==> src/rtl/led_panel_ctrl.sv <==
// LED panel controller: stage LEDs, RGB cycle, indicator LEDs and digit codes driven from machine state.
// Optional macro LED_CHASE_EN enables a one-hot chase on the stage LEDs in the finish state.
module led_panel_ctrl #(
  parameter int N_STAGES = 8,
  parameter int TICK_DIV = 25000000,
  parameter int CODE_W   = 6
) (
  input  logic                        cp,
  input  logic                        clr_n,
  input  logic [2:0]                  state,
  input  logic [N_STAGES-1:0]         stage_en,
  input  logic [$clog2(N_STAGES)-1:0] active_stage,
  input  logic                        power_on,
  input  logic                        set_on,
  input  logic [CODE_W-1:0]           in_left,
  input  logic [CODE_W-1:0]           in_mid,
  input  logic [CODE_W-1:0]           in_right,
  output logic [CODE_W-1:0]           code_left,
  output logic [CODE_W-1:0]           code_mid,
  output logic [CODE_W-1:0]           code_right,
  output logic [N_STAGES-1:0]         stage_led,
  output logic                        set_led,
  output logic                        power_led,
  output logic [2:0]                  color_led,
  output logic                        blink
);

  localparam int AW    = $clog2(N_STAGES);
  localparam int CNT_W = $clog2(TICK_DIV);
  localparam logic [CNT_W-1:0]  CNT_MAX    = CNT_W'(TICK_DIV - 1);
  localparam logic [CODE_W-1:0] CODE_OFF   = CODE_W'(55);
  localparam logic [CODE_W-1:0] CODE_DONE  = CODE_W'(56);
  localparam logic [CODE_W-1:0] CODE_PAUSE = CODE_W'(57);
  localparam logic [CODE_W-1:0] CODE_ERR   = CODE_W'(58);
  localparam logic [CODE_W-1:0] CODE_B0    = CODE_W'(59);
  localparam logic [CODE_W-1:0] CODE_B1    = CODE_W'(60);
  localparam logic [CODE_W-1:0] CODE_B2    = CODE_W'(61);

  typedef enum logic [2:0] {
    ST_SHUT  = 3'd0,
    ST_BEGIN = 3'd1,
    ST_SET   = 3'd2,
    ST_RUN   = 3'd3,
    ST_ERR   = 3'd4,
    ST_PAUSE = 3'd5,
    ST_FIN   = 3'd6
  } panelState_e;

  panelState_e         curState, prevState;
  logic                stateChg, tick, inRange;
  logic [CNT_W-1:0]    tickCnt, cntNext;
  logic                blinkNext;
  logic [2:0]          colorNext;
  logic [N_STAGES-1:0] stageMask, stageNext;
  logic [CODE_W-1:0]   leftNext, midNext, rightNext;
  logic                setNext;
`ifdef LED_CHASE_EN
  logic [AW-1:0]       chasePos, chaseNext;
`endif

  // Code 7 is an undefined machine state and is folded onto shutdown.
  assign curState = (state == 3'd7) ? ST_SHUT : panelState_e'(state);
  assign stateChg = (curState != prevState);
  assign inRange  = ({1'b0, active_stage} < (AW + 1)'(N_STAGES));
  assign stageMask = inRange ? (N_STAGES'(1) << active_stage) : '0;

  always_comb begin
    cntNext   = tickCnt;
    blinkNext = blink;
    tick      = 1'b0;
    // A state change restarts the blink phase and swallows a coincident tick.
    if (curState == ST_SHUT) begin
      cntNext   = '0;
      blinkNext = 1'b0;
    end else if (stateChg) begin
      cntNext   = '0;
      blinkNext = 1'b1;
    end else if (tickCnt == CNT_MAX) begin
      cntNext   = '0;
      blinkNext = ~blink;
      tick      = 1'b1;
    end else begin
      cntNext = tickCnt + 1'b1;
    end
  end

`ifdef LED_CHASE_EN
  always_comb begin
    chaseNext = '0;
    if (curState == ST_FIN) begin
      if (stateChg)
        chaseNext = '0;
      else if (tick)
        chaseNext = (chasePos == AW'(N_STAGES - 1)) ? '0 : chasePos + 1'b1;
      else
        chaseNext = chasePos;
    end
  end
`endif

  // Outputs are built from blinkNext so registered LEDs stay in phase with blink.
  always_comb begin
    stageNext = '0;
    colorNext = '0;
    leftNext  = in_left;
    midNext   = in_mid;
    rightNext = in_right;
    setNext   = set_on;
    case (curState)
      ST_BEGIN: begin
        stageNext = '1;
        leftNext  = CODE_B0;
        midNext   = CODE_B1;
        rightNext = CODE_B2;
        setNext   = 1'b1;
      end
      ST_SET: stageNext = stage_en;
      ST_RUN: begin
        stageNext = (stage_en & ~stageMask) | (stageMask & {N_STAGES{blinkNext}});
        colorNext = tick ? color_led + 3'd1 : color_led;
      end
      ST_ERR: begin
        stageNext = stage_en & {N_STAGES{blinkNext}};
        midNext   = CODE_ERR;
      end
      ST_PAUSE: begin
        stageNext = stage_en | stageMask;
        colorNext = color_led;
        midNext   = blinkNext ? CODE_PAUSE : in_mid;
      end
      ST_FIN: begin
`ifdef LED_CHASE_EN
        stageNext = N_STAGES'(1) << chaseNext;
`else
        stageNext = '1;
`endif
        leftNext  = CODE_DONE;
        midNext   = CODE_DONE;
        rightNext = CODE_DONE;
        setNext   = 1'b1;
      end
      default: begin
        leftNext  = CODE_OFF;
        midNext   = CODE_OFF;
        rightNext = CODE_OFF;
        setNext   = 1'b0;
      end
    endcase
  end

  always_ff @(posedge cp or negedge clr_n) begin
    if (!clr_n) begin
      prevState  <= ST_SHUT;
      tickCnt    <= '0;
      blink      <= 1'b0;
      color_led  <= '0;
      stage_led  <= '0;
      set_led    <= 1'b0;
      power_led  <= 1'b0;
      code_left  <= CODE_OFF;
      code_mid   <= CODE_OFF;
      code_right <= CODE_OFF;
    end else begin
      prevState  <= curState;
      tickCnt    <= cntNext;
      blink      <= blinkNext;
      color_led  <= colorNext;
      stage_led  <= stageNext;
      set_led    <= setNext;
      power_led  <= power_on;
      code_left  <= leftNext;
      code_mid   <= midNext;
      code_right <= rightNext;
    end
  end

`ifdef LED_CHASE_EN
  always_ff @(posedge cp or negedge clr_n) begin
    if (!clr_n) chasePos <= '0;
    else        chasePos <= chaseNext;
  end
`endif

endmodule

==> config.mk <==
export PLATFORM = sky130hd
export DESIGN_NAME = led_panel_ctrl
export DESIGN_NICKNAME = d
export VERILOG_FILES = /design/src/rtl/led_panel_ctrl.sv
export SDC_FILE = /design/constraint.sdc
export NUM_CORES = 1
export LEC_CHECK = 0
export ABC_AREA = 1
export BUFFER_PORTS_ARGS = -buffer_cell sky130_fd_sc_hd__buf_2
export CAP_MARGIN = 20
export CORE_UTILIZATION = 50
export CTS_BUF_LIST = sky130_fd_sc_hd__clkbuf_4 sky130_fd_sc_hd__clkbuf_8
export DETAILED_ROUTE_END_ITERATION = 8
export GPL_TIMING_DRIVEN = 0
export PLACE_DENSITY_LB_ADDON = 0.25
export SLEW_MARGIN = 20
export SYNTH_ARGS = -nofsm -noshare
export SYNTH_HDL_FRONTEND = slang
export SYNTH_SLANG_ARGS = --single-unit
==> constraint.sdc <==
create_clock -name cp -period 2.1 [get_ports cp]
set_clock_uncertainty 0.05 [all_clocks]
set_input_delay 0.42 -clock cp [delete_from_list [all_inputs] [get_ports cp]]
set_output_delay 0.42 -clock cp [all_outputs]
set_load 0.01 [all_outputs]
==> results of run 1 <==
[state kept, by name (all words and copies together) (netlist names)]
signal and count:
power_led 1, blink 1, code_mid 6, prevState 3, stage_led 8, tickCnt 25
code_right 6, set_led 1, code_left 6, color_led 3
[Yosys cell counts (4+ instances only)]
cell     instances
a21oi_1         13
dfrtp_1         45
dfstp_2         15
inv_1           42
inv_2            9
nand2_1        109
nand3_1         24
nand4_1          5
nor2_1          64
nor3_1          17
o21ai_0          4
or2_1            5
xnor2_1          6
xor2_1          13
[placed cells by master, fill, tap and decap left out, drive strengths merged]
cell / instances
clkbuf: 10
o31ai: 1
nor4: 3
ha: 2
bufinv: 1
a21oi: 15
nand3: 26
inv: 52
clkinvlp: 2
o221ai: 2
o21ai: 5
a31oi: 1
nor3b: 1
nor2: 67
dfrtp: 45
buf: 72
nand4: 5
xnor2: 6
or2: 7
o211ai: 3
clkinv: 2
dfstp: 15
xor2: 13
nand2: 112
nor3: 20
[layer usage]
metal / share of wire, % / vias up
li1: - / 1432
met1: 45 / 1360
met2: 50 / 65
met3: 3.7 / 7
met4: 1.4 / 0
met5: 0 / -
[cell type report]
cell class | count | share of cell area [%]
Buffer | 4 | 0.694
Clock buffer | 10 | 3.47
Inverter | 51 | 5.06
Clock inverter | 6 | 1.69
Tap cell | 75 | 2.48
Sequential cell | 60 | 40.2
Multi-Input combinational cell | 289 | 37.2
Timing Repair Buffer | 68 | 9.19
[logic make-up after synthesis]
logic type,Yosys count
simple gates,241
flops,60
buf+inv,55
compound gates,27
xor+xnor,19
fa+ha+maj,2
[critical path: stages, from the launching register on]
cell,delay [ns]
dfrtp_1,0.38
ha_2,0.22
nand3_2,0.15
inv_1,0.08
nand2_1,0.07
nor2_2,0.14
nand2_1,0.11
nor2_1,0.15
nand2_1,0.14
nor2_1,0.13
xor2_1,0.15
nor2_1,0.05
[power breakdown]
group	total (W)	switching [W]	leakage (nW)	internal (W)
registers	0.00125	0.0000170	0.750	0.00124
clock network	0.00103	0.000473	0.0961	0.000561
logic	0.000361	0.000228	0.989	0.000133
total	0.00265	0.000718	1.83	0.00193
[stage by stage]
stage	cells	hold WS, ns	area (um^2)
floorplan	404	0.0744	3140
global placement	545	0.447	3570
detailed placement	545	0.451	3570
CTS	561	0.118	3770
global route	563	0.127	3780
finish	563	0.0907	3780
[path summary, 6_finish.rpt]
path / from / cells past startpoint / slack, ns / endpoint
worst max-delay path: tickCnt[1] / 11 / 0.19 / tickCnt[18]
worst min-delay path: clr_n / 1 / 0.09 / tickCnt[11]
worst max register to register: tickCnt[1] / 11 / 0.19 / tickCnt[18]
worst min register to register: color_led[1] / 2 / 0.47 / color_led[1]
max in group asynchronous: clr_n / 1 / 1.38 / tickCnt[0]
min in group cp: power_on / 1 / 0.15 / power_led
[what timing repair did]
item	4_1_cts	5_1_grt
endpoints found under the setup margin	0	14
setup buffers	0	2
gates resized for setup	0	2
==> metrics list, run 1 <==
- The run finished with clean final reports.
- For this design, the CTS-stage hold fixing added 0 buffers.
- After synthesis, the netlist uses 31 different library cells.
* Avg Synthesized Cell Area: ~7.8 um^2
- For this run, the total global-route usage over all layers was measured as 23.2%.
* Post-route total power: 0.00265 W
- For this run the aggregate overflow at the end of global routing stands at 0.
* Leakage component of the power: 1.83 nW
- Largest net degree at the start of global routing: 61
* Global routing's busiest layer: met2
- Fraction of the yosys area taken by sequential cells: 48.3%
* Final Core Density: about 63%
- CP Data Arrival Time: 2.08 ns
- At the pin with the least slew margin, the transition time is 0.748 ns.
- Final number of setup-violating endpoints: 0
* Leading area contributor after synthesis: dfrtp_1
- After Yosys synthesis, full adders, half adders and majority gates account for less than 1% of the synthesized area.
- The repair_antennas step left the layout with diodes totalling 0.
- For this run, global-route usage on met3 was measured as a little under 5%.
* Share of final-layout standard cells stronger than drive strength 1: about a quarter
- Latest clock arrival within the worst-skew pair: 0.34 ns
- The multi-input combinational cells in the finished layout cover a total of 1410 um^2.
- The synthesized netlist devotes 5.13% of its cell area to compound gates.
- Sum of routed wire length over all layers: 7080 um
- Core Box Area: 5990 um^2
- GR Layer Usage met2: 40.1%
- Using the TritonRoute via totals, the vias-per-cell ratio works out to 5.09.
- The die is 81.3 um wide.
- Post-layout net count: 521
- First DRT Iteration DRCs: between 150 and 200
* CTS tree: yes
- In this run the tightest slew margin relative to its limit is 50.2%.
- Ranked by total cell area, the synthesized netlist is headed by dfrtp_1 36%, nand2_1 13%, dfstp_2 13%.
- Setup total negative slack on the finished layout was measured at 0 ns.
- Num rows: 28
- 68 I/O pins were placed.
- Number of buffers added by the clock tree synthesis step: 9
* Top fanout value on the critical path: 4
- Timing analysis after detailed placement gives a worst setup slack of ~0.037 ns.
* Post-synthesis mux area share: 0%
- Synthesis produced around 400 cells.
- Height of the die: 81.3 um
- Setup repair after global routing could not meet its margin everywhere.
- Maximum vdd ir drop: 0.550 mV
* Number of clock sinks seen by CTS: 60
- Crit share post-route: between 90% and 100%
- Period minus WS final: between 1.5 and 2 ns
- Number of maximum-capacitance violations: 0
* Grt met1 use: 28.1%
- Critical path startpoint category: flip-flop
- Top cell type's share of synthesized area: 35.8%
- The number of hold-slack violations in the final timing report came to 0.
* Vias in the first global route: 2734
- The floorplan step defined a die boundary enclosing 6610 um^2.
- The synthesized design contains 0 enable-type register cells.
- Clock-pin slew was measured on the worst setup and hold paths at 0.07 ns.
* Sum of net half-perimeters after detailed placement: between 5000 and 6000 um
- When the netlist entered floorplanning its net count stood at 442.
* Root Buffer: clkbuf_8
- Number of antenna violations at the first check in global routing: 0
- Crit path capture type: flip-flop
* Wire length of the first global-routing pass: 11700 um
- Fmax: around 520 MHz
* Detailed-route DRC error count: 0
* Routability Congestion: 0.867
- Type of the worst setup path: flip-flop to flip-flop
- Worst hold-check path type: primary input to async pin
- Register bit total from synthesis: 60
* Post-route setup slack: 0.191 ns
- Dominant synthesized flop cell: dfrtp_1
- WL per Instance: between 10 and 15 um
* Vias after detailed routing: 2864
- Power density over the cells: roughly 700 nW/um^2
- In this run the tool buffered the top-level ports with 66 buffer cells.
- Number of antenna-violating nets in the routed design: 0
- Of the total synthesized cell area, the portion taken by AND, OR, NAND and NOR gates is 33.5%.
* CP Data Required Time: 2.27 ns
- Area taken by flip-flops and latches: 1520 um^2
- Detailed-router iteration count before antenna repair: 4
- Largest buffer count on any clock path: 2
* Post-Syn Area: ~3100 um^2
- Starting density of the core: 52.5%
- H-tree levels: 3
* Dominant combinational cell family by area after synthesis: simple AND/OR/NAND/NOR gates
- The synthesized netlist devotes 5.29% of its cell area to XOR and XNOR gates.
- Count of pins over their slew limit: 0
- In the synthesized netlist the async set-or-reset flop fraction comes to 100%.
- For this run, the number of Yosys warnings is 0.
- Compared with the post-synthesis result, the final layout area differs by 20.4%.
- After filler insertion, the fill cell instance count of the layout stands at 545.
No activity file was read; power rests on OpenSTA's default activity.
==> inputs of run 2 (changes only) <==
Settings changed: SETUP_SLACK_MARGIN set to 0.4.
==> run 2 against run 1 <==
  * Wire length up 12%
  * Clock power up 12%
  * Core utilization up 6.4 points
  * Sequential share of layout area down 3.7 points
  * Non-clock buffer count up 22
  * Via count up 4.5%
  * Maximum frequency up 12%
  * Sequential cell count unchanged
  * Global-route usage up 1.3 points
  * Worst setup slack better by 0.20 ns
  * Sequential power about the same
  * Critical path depth unchanged
  * Largest cell class is now multi-input combinational cells
  * Largest power group unchanged
==> metrics list, run 2 (synthesis results as in run 1) <==
* Status: finished clean
* Via count normalized by instance count: 5.11
- Area of the multi-input gates: 1590 um^2
- Together, buffers and inverters on the worst path number 1.
- Sequential cells account for 45.0% of the total power.
* Number of antenna-violating nets in the routed design: 0
* Leakage component of the power: 2.03 nW
- Share of final-layout standard cells stronger than drive strength 1: a little under two fifths
- Vias in the first global route: 2749
* Detailed-route DRC error count: 0
- Adding up every negative setup slack in the final design gives 0 ns.
* Number of buffers added by the clock tree synthesis step: 9
- Global routing consumed, over all layers together, roughly 25% of the routing resources.
- Fmax: 585 MHz
- CP Data Arrival Time: 1.91 ns
- Period minus WS final: 1.71 ns
- The floorplan has 28 rows.
- The layout has 479 filler cells.
- In the final routed layout, each cell accounts on average for roughly 14 um.
- In the finished design, the share of the clock period the worst path needs comes to 81.5%.
* Top fanout value on the critical path: 4
- In this design, the critical path's most frequently occurring cell is nor2_4.
- TritonCTS built the clock tree.
- The HPWL after detailed placement is approximately 5200 um.
- CP Data Required Time: 2.29 ns
- In this run the power density over the cells is ~670 nW/um^2.
- Switching fraction of total power: 26.7%
- Height of the die: 81.3 um
- Detailed-router iteration count before antenna repair: 5
- Post-route total power: about 0.0028 W
- Clock-pin slew was measured on the worst setup and hold paths at 0.07 ns.
- The cell family contributing the most delay on the critical path is simple AND/OR/NAND/NOR gates.
- Crit path capture type: flip-flop
- Hold buffer count at CTS: 0
- The root buffer cell chosen for the clock tree is clkbuf_8.
- Count of placed standard cells in the final layout, fillers left out: 585
- Worst path max stage delay: 0.39 ns
* Logic pwr share: between 10% and 20%
* Die boundary width: about 81 um
- For this design the total switching power over the nets is 0.000743 W.
- RSZ-0062 raised after global routing: yes
- The internal power of the cells totals 0.00204 W.
* Vias after detailed routing: 2992
- 0 antenna diodes ended up in the layout.
- The largest individual stage delay along the critical path comes from the cell dfrtp_1.
* Leading registers by flop count: tickCnt (25), stage_led (8)
* Core Box Area: 5990 um^2
* Final Hold Violating Endpoints: 0
- Starting density of the core: 52.5%
- Area taken by flip-flops and latches: 1520 um^2
- Number of maximum-capacitance violations: 0
* Largest buffer count on any clock path: 2
- In this run the number of H-tree levels came out at 3.
- The worst setup path is launched from a flip-flop.
- The register with the most flip-flops in the layout has 25 of them.
- Once placement completed, the tool counted placed cells totaling between 500 and 600.
- In the final design database the tool counted 543 nets.
* Worst hold-check path type: primary input to async pin
- For this block, the initial DRC count from the detailed router was 179.
- The total overflow left after global routing is 0.
* PortBufs: 66
- Signed area change from the synthesized netlist to the final layout: 32.5%
- Wire length of the first global-routing pass: 12100 um
- The die covers 6610 um^2.
* Type of the worst setup path: flip-flop to flip-flop
- Across the VDD grid, the largest voltage drop is 0.455 mV.
- Register with the highest flop count: tickCnt
- Transition time of the tightest slew-check pin: 0.746 ns
* Io pins: 68
- Cell-by-cell listing of the critical path: ha_4, nand3_4, inv_2, nand2_2, nor2_4, nand2_2, nor2_4, nand2_4, nor2_4, xor2_1, nor2_1
- The clock network accounts for 41.1% of the total power.
* Number of antenna violations at the first check in global routing: 0
* Leading cell types in the layout, fill and taps excluded: 93 x nand2_1, 66 x buf_2, 58 x nor2_1
* Latest clock arrival within the worst-skew pair: 0.35 ns
* Routability Congestion: between 0.9 and 1
* Largest net degree at the start of global routing: between 60 and 70
- Sum of routed wire length over all layers: 7920 um
- The tree built by TritonCTS fans out to 60 sinks.
* Most common library cell in the layout ignoring fill and taps: nand2_1
- Slew Limit Headroom: 50.2%
- Final hold analysis gives a worst-case slack of ~0.081 ns.
* Count of pins over their slew limit: 0
- Final number of setup-violating endpoints: 0
run 2: final timing paths:
path	from	endpoint	slack, ns	cells after the start
min in group cp	power_on	power_led	0.12	1
max in group asynchronous	clr_n	tickCnt[0]	1.40	1
worst max-delay path	tickCnt[1]	tickCnt[18]	0.39	11
worst min-delay path	clr_n	tickCnt[24]	0.08	1
worst max register to register	tickCnt[1]	tickCnt[18]	0.39	11
worst min register to register	color_led[1]	color_led[1]	0.48	2
run 2: repair_timing:
item | CTS | global route
endpoints found under the setup margin | 37 | 43
buffers inserted | 12 | 11
gates cloned | 1 | 0
gates resized for setup | 18 | 36
pin swaps | 11 | 16
run 2: stage by stage:
stage | setup slack, ns | instance area [um^2] | util (%)
2_1_floorplan | 0.401 | 3150 | -
3_3_place_gp | 0.104 | 3580 | 59.7
3_5_place_dp | 0.0854 | 3580 | 59.7
4_1_cts | 0.396 | 3960 | 66.1
5_1_grt | 0.270 | 4170 | 69.5
6_report | 0.389 | 4170 | 69.5
run 2: final cells by class:
type / count / area share (%)
plain buffers: 4 / 0.751
clock buffers: 9 / 2.97
clock inverters: 7 / 2.19
inverters: 51 / 4.59
multi-input cells: 289 / 38.2
flip-flops and latches: 60 / 36.5
well taps: 75 / 2.25
repair buffers: 90 / 12.5
run 2: layer usage:
metal  vias up  part of all wire (%)  global-route usage, %
met2       101                    53                   42.2
met3        14                   5.0                   5.06
met4         0                   2.0                   12.7
met5         -                     0                      0
met1      1397                    40                   28.7
li1       1480                     -                      -
run 2: power groups by stage:
stage,Clock [W],Combinational (W),Sequential [W]
finish,0.00115,0.000387,0.00125
global route,0.00121,0.000433,0.00126
CTS,0.00115,0.000371,0.00125
detailed placement,0,0.000356,0.00128
global placement,0,0.000347,0.00128
floorplan,0,0.000167,0.00131
==> inputs of run 3 (changes only) <==
Clock period 2.1 ns to 1.45 ns, I/O delays scaled along.
==> run 3 against run 2 <==
  * The run now ends with negative hold slack, negative setup slack left
  * Wire length is 9.1% higher
  * Highest routed layer unchanged
  * Die area stayed put
  * Sequential power is 46% higher
  * Critical endpoint is now stage_led[3]
  * Cell count is 2.2% higher
  * Critical path depth stayed put
  * Combinational power is 98% higher
  * Via count is 5.6% higher
  * Design area is 9.5% higher
  * Worst setup slack worse by 0.75 ns
  * Worst hold slack worse by 0.11 ns
  * Sequential share of layout area is 3.1 points lower
==> metrics list, run 3 (synthesis results as in run 1) <==
- Status: finished, violations left
* Violated checks: negative hold slack, negative setup slack
- STA classifies the critical path startpoint as a flip-flop.
- The repair_antennas step left the layout with diodes totalling 0.
- Top fanout value on the critical path: 5
- Worst path max stage delay: about 0.41 ns
* Sum of buffers and inverters on the critical path: 1
- First DRT Iteration DRCs: around 190
* Signed area change from the synthesized netlist to the final layout: 45.1%
- Leaving out filler cells and counting taps, the final layout contains 598.
- The count of buffers added on input and output ports is 66.
- Dividing the detail-routed via count by the number of cells gives 5.28.
* Maximum vdd ir drop: 0.736 mV
- CP Data Arrival Time: 1.98 ns
* Slew Limit Headroom: 50.2%
* Final Core Density: 76.2%
* Crit share post-route: 125%
- At the placement stage, the worst setup path has a slack of -0.567 ns.
- Detailed-route DRC error count: 0
* Worst hold-check path type: primary input to async pin
* Clock-pin transition on the worst setup and hold timing paths: 0.07 ns
- Total routing usage reported by global routing: 26.3%
* Fin area: 4560 um^2
- The later pin in the worst-skew pair is clocked with a latency of 0.34 ns.
- The tightest hold path in the finished design has a slack of -0.0275 ns.
- Share of final-layout standard cells stronger than drive strength 1: 42.6%
- The clock tree synthesis step divided the H-tree into 3 levels.
- The cell sitting at the root of the clock tree is a clkbuf_8.
* Num rows: 28
- Leakage component of the power: 2.16 nW
- Type of the worst setup path: flip-flop to flip-flop
- WL per Instance: approximately 14 um
- Starting density of the core: between 50% and 60%
* Cell class contributing the biggest share of worst-path delay: simple AND/OR/NAND/NOR gates
- Vias in the first global route: around 3000
* Detailed-router iteration count before antenna repair: 4
- Largest buffer count on any clock path: 2
* Transition time of the tightest slew-check pin: 0.744 ns
- Pin placement for this block handled 68 I/O pins.
- Crit path capture type: flip-flop
* Leading cell types in the layout, fill and taps excluded: 79 x nand2_1, 57 x nor2_1, 45 x buf_2
- Number of buffers added by the clock tree synthesis step: 9
* Final Hold Violating Endpoints: 45
- Number of antenna-violating nets in the routed design: 0
- CTS tree: yes
* Number of antenna violations at the first check in global routing: 0
- Count of pins over their slew limit: 0
- Register with the highest flop count: tickCnt
- Number of clock sinks seen by CTS: 60
* Post-route setup slack: -0.359 ns
- Summing over every cut layer, the via total after detailed routing is 3160.
- Die boundary width: 81.3 um
- The floorplan step defined a core boundary enclosing 5990 um^2.
- Final number of setup-violating endpoints: 43
* Leading registers by flop count: tickCnt (25), stage_led (8)
- Setup TNS Final: -13.51 ns
- Period minus WS final: 1.81 ns
- # placed instances: 545
* Power density over the cells: 901 nW/um^2
* Post-layout net count: between 500 and 600
- For this run the aggregate overflow at the end of global routing stands at 0.
- For the worst setup path, the data required time is between 1.5 and 2 ns.
* Most common library cell in the layout ignoring fill and taps: nand2_1
- Wire length of the first global-routing pass: 13000 um
* Height of the die: 81.3 um
- Area post-placement: 3700 um^2
- The tool flagged a number of max-cap violations equal to 0.
- Among all stages on the critical path, the largest delay is contributed by dfrtp_1.
- The register with the most flip-flops in the layout has 25 of them.
* Fmax: 553 MHz
- The floorplan step defined a die boundary enclosing 6610 um^2.
* RSZ-0062 raised after global routing: yes
* Sum of routed wire length over all layers: 8640 um
- Entering global routing, the biggest net connects 61 pins.
- Sum of net half-perimeters after detailed placement: 5330 um
- Cell-by-cell listing of the critical path: ha_4, nand3_4, nor3_4, nand3_1, nand2_2, nand2_4, nand2_4, clkbuf_16, nand2_2, nand2_1, nand2_1
- The filler cells instantiated in the layout total roughly 420.
* Routability Congestion: 0.905
## run 3: worst register-to-register path: stages, from the launching register on
cell and delay [ns]:
dfrtp_1 0.41, ha_4 0.17, nand3_4 0.11, nor3_4 0.23
nand3_1 0.12, nand2_2 0.11, nand2_4 0.07, nand2_4 0.09
clkbuf_16 0.16, nand2_2 0.05, nand2_1 0.07, nand2_1 0.06
## run 3: worst paths after layout
check	depth (start not counted)	slack, ns	startpoint	to
max	11	-0.36	tickCnt[1]	stage_led[3]
min	1	-0.03	clr_n	tickCnt[11]
max reg2reg	11	-0.36	tickCnt[1]	stage_led[3]
min reg2reg	2	0.46	color_led[1]	color_led[1]
max in group asynchronous	1	0.86	clr_n	tickCnt[0]
min in group cp	3	0.09	in_mid[2]	code_mid[2]
## run 3: layout make-up
type / instances / area, um^2 / area share (%)
inverter: 51 / 200 / 4.39
clock buffer: 11 / 145 / 3.18
buffer: 4 / 61.3 / 1.34
clock inverter: 5 / 52.6 / 1.15
tap: 75 / 93.8 / 2.06
multi-input combinational: 289 / 1700 / 37.2
timing repair buffer: 103 / 791 / 17.3
sequential: 60 / 1520 / 33.4
## run 3: metal layers
metal  GRT usage [%]  vias up  part of all wire, %
met5               0        -                    0
met4            13.9        0                  3.2
met3            6.40       37                  5.7
met2            45.3      129                   53
met1            29.9     1491                   38
li1                -     1503                    -
## run 3: timing repair
action	CTS	global route
setup endpoints to repair	88	88
buffers inserted	27	7
hold endpoints to repair	2	1
cloned	0	2
resized for setup	52	40
pin swaps	11	15
## run 3: per-stage QoR
step / power, W / hold slack (ns)
floorplan: 0.00217 / -0.0556
global placement: 0.00239 / 0.348
detailed placement: 0.00240 / 0.349
CTS: 0.00400 / -0.000968
global route: 0.00427 / 0.0305
finish: 0.00411 / -0.0275
## run 3: where the power goes
| group | total, W | leakage, nW | switching (W) | internal [W] |
|---|---|---|---|---|
| combinational | 0.000766 | 1.31 | 0.000414 | 0.000352 |
| clock | 0.00152 | 0.103 | 0.000665 | 0.000850 |
| sequential | 0.00183 | 0.746 | 0.0000383 | 0.00179 |
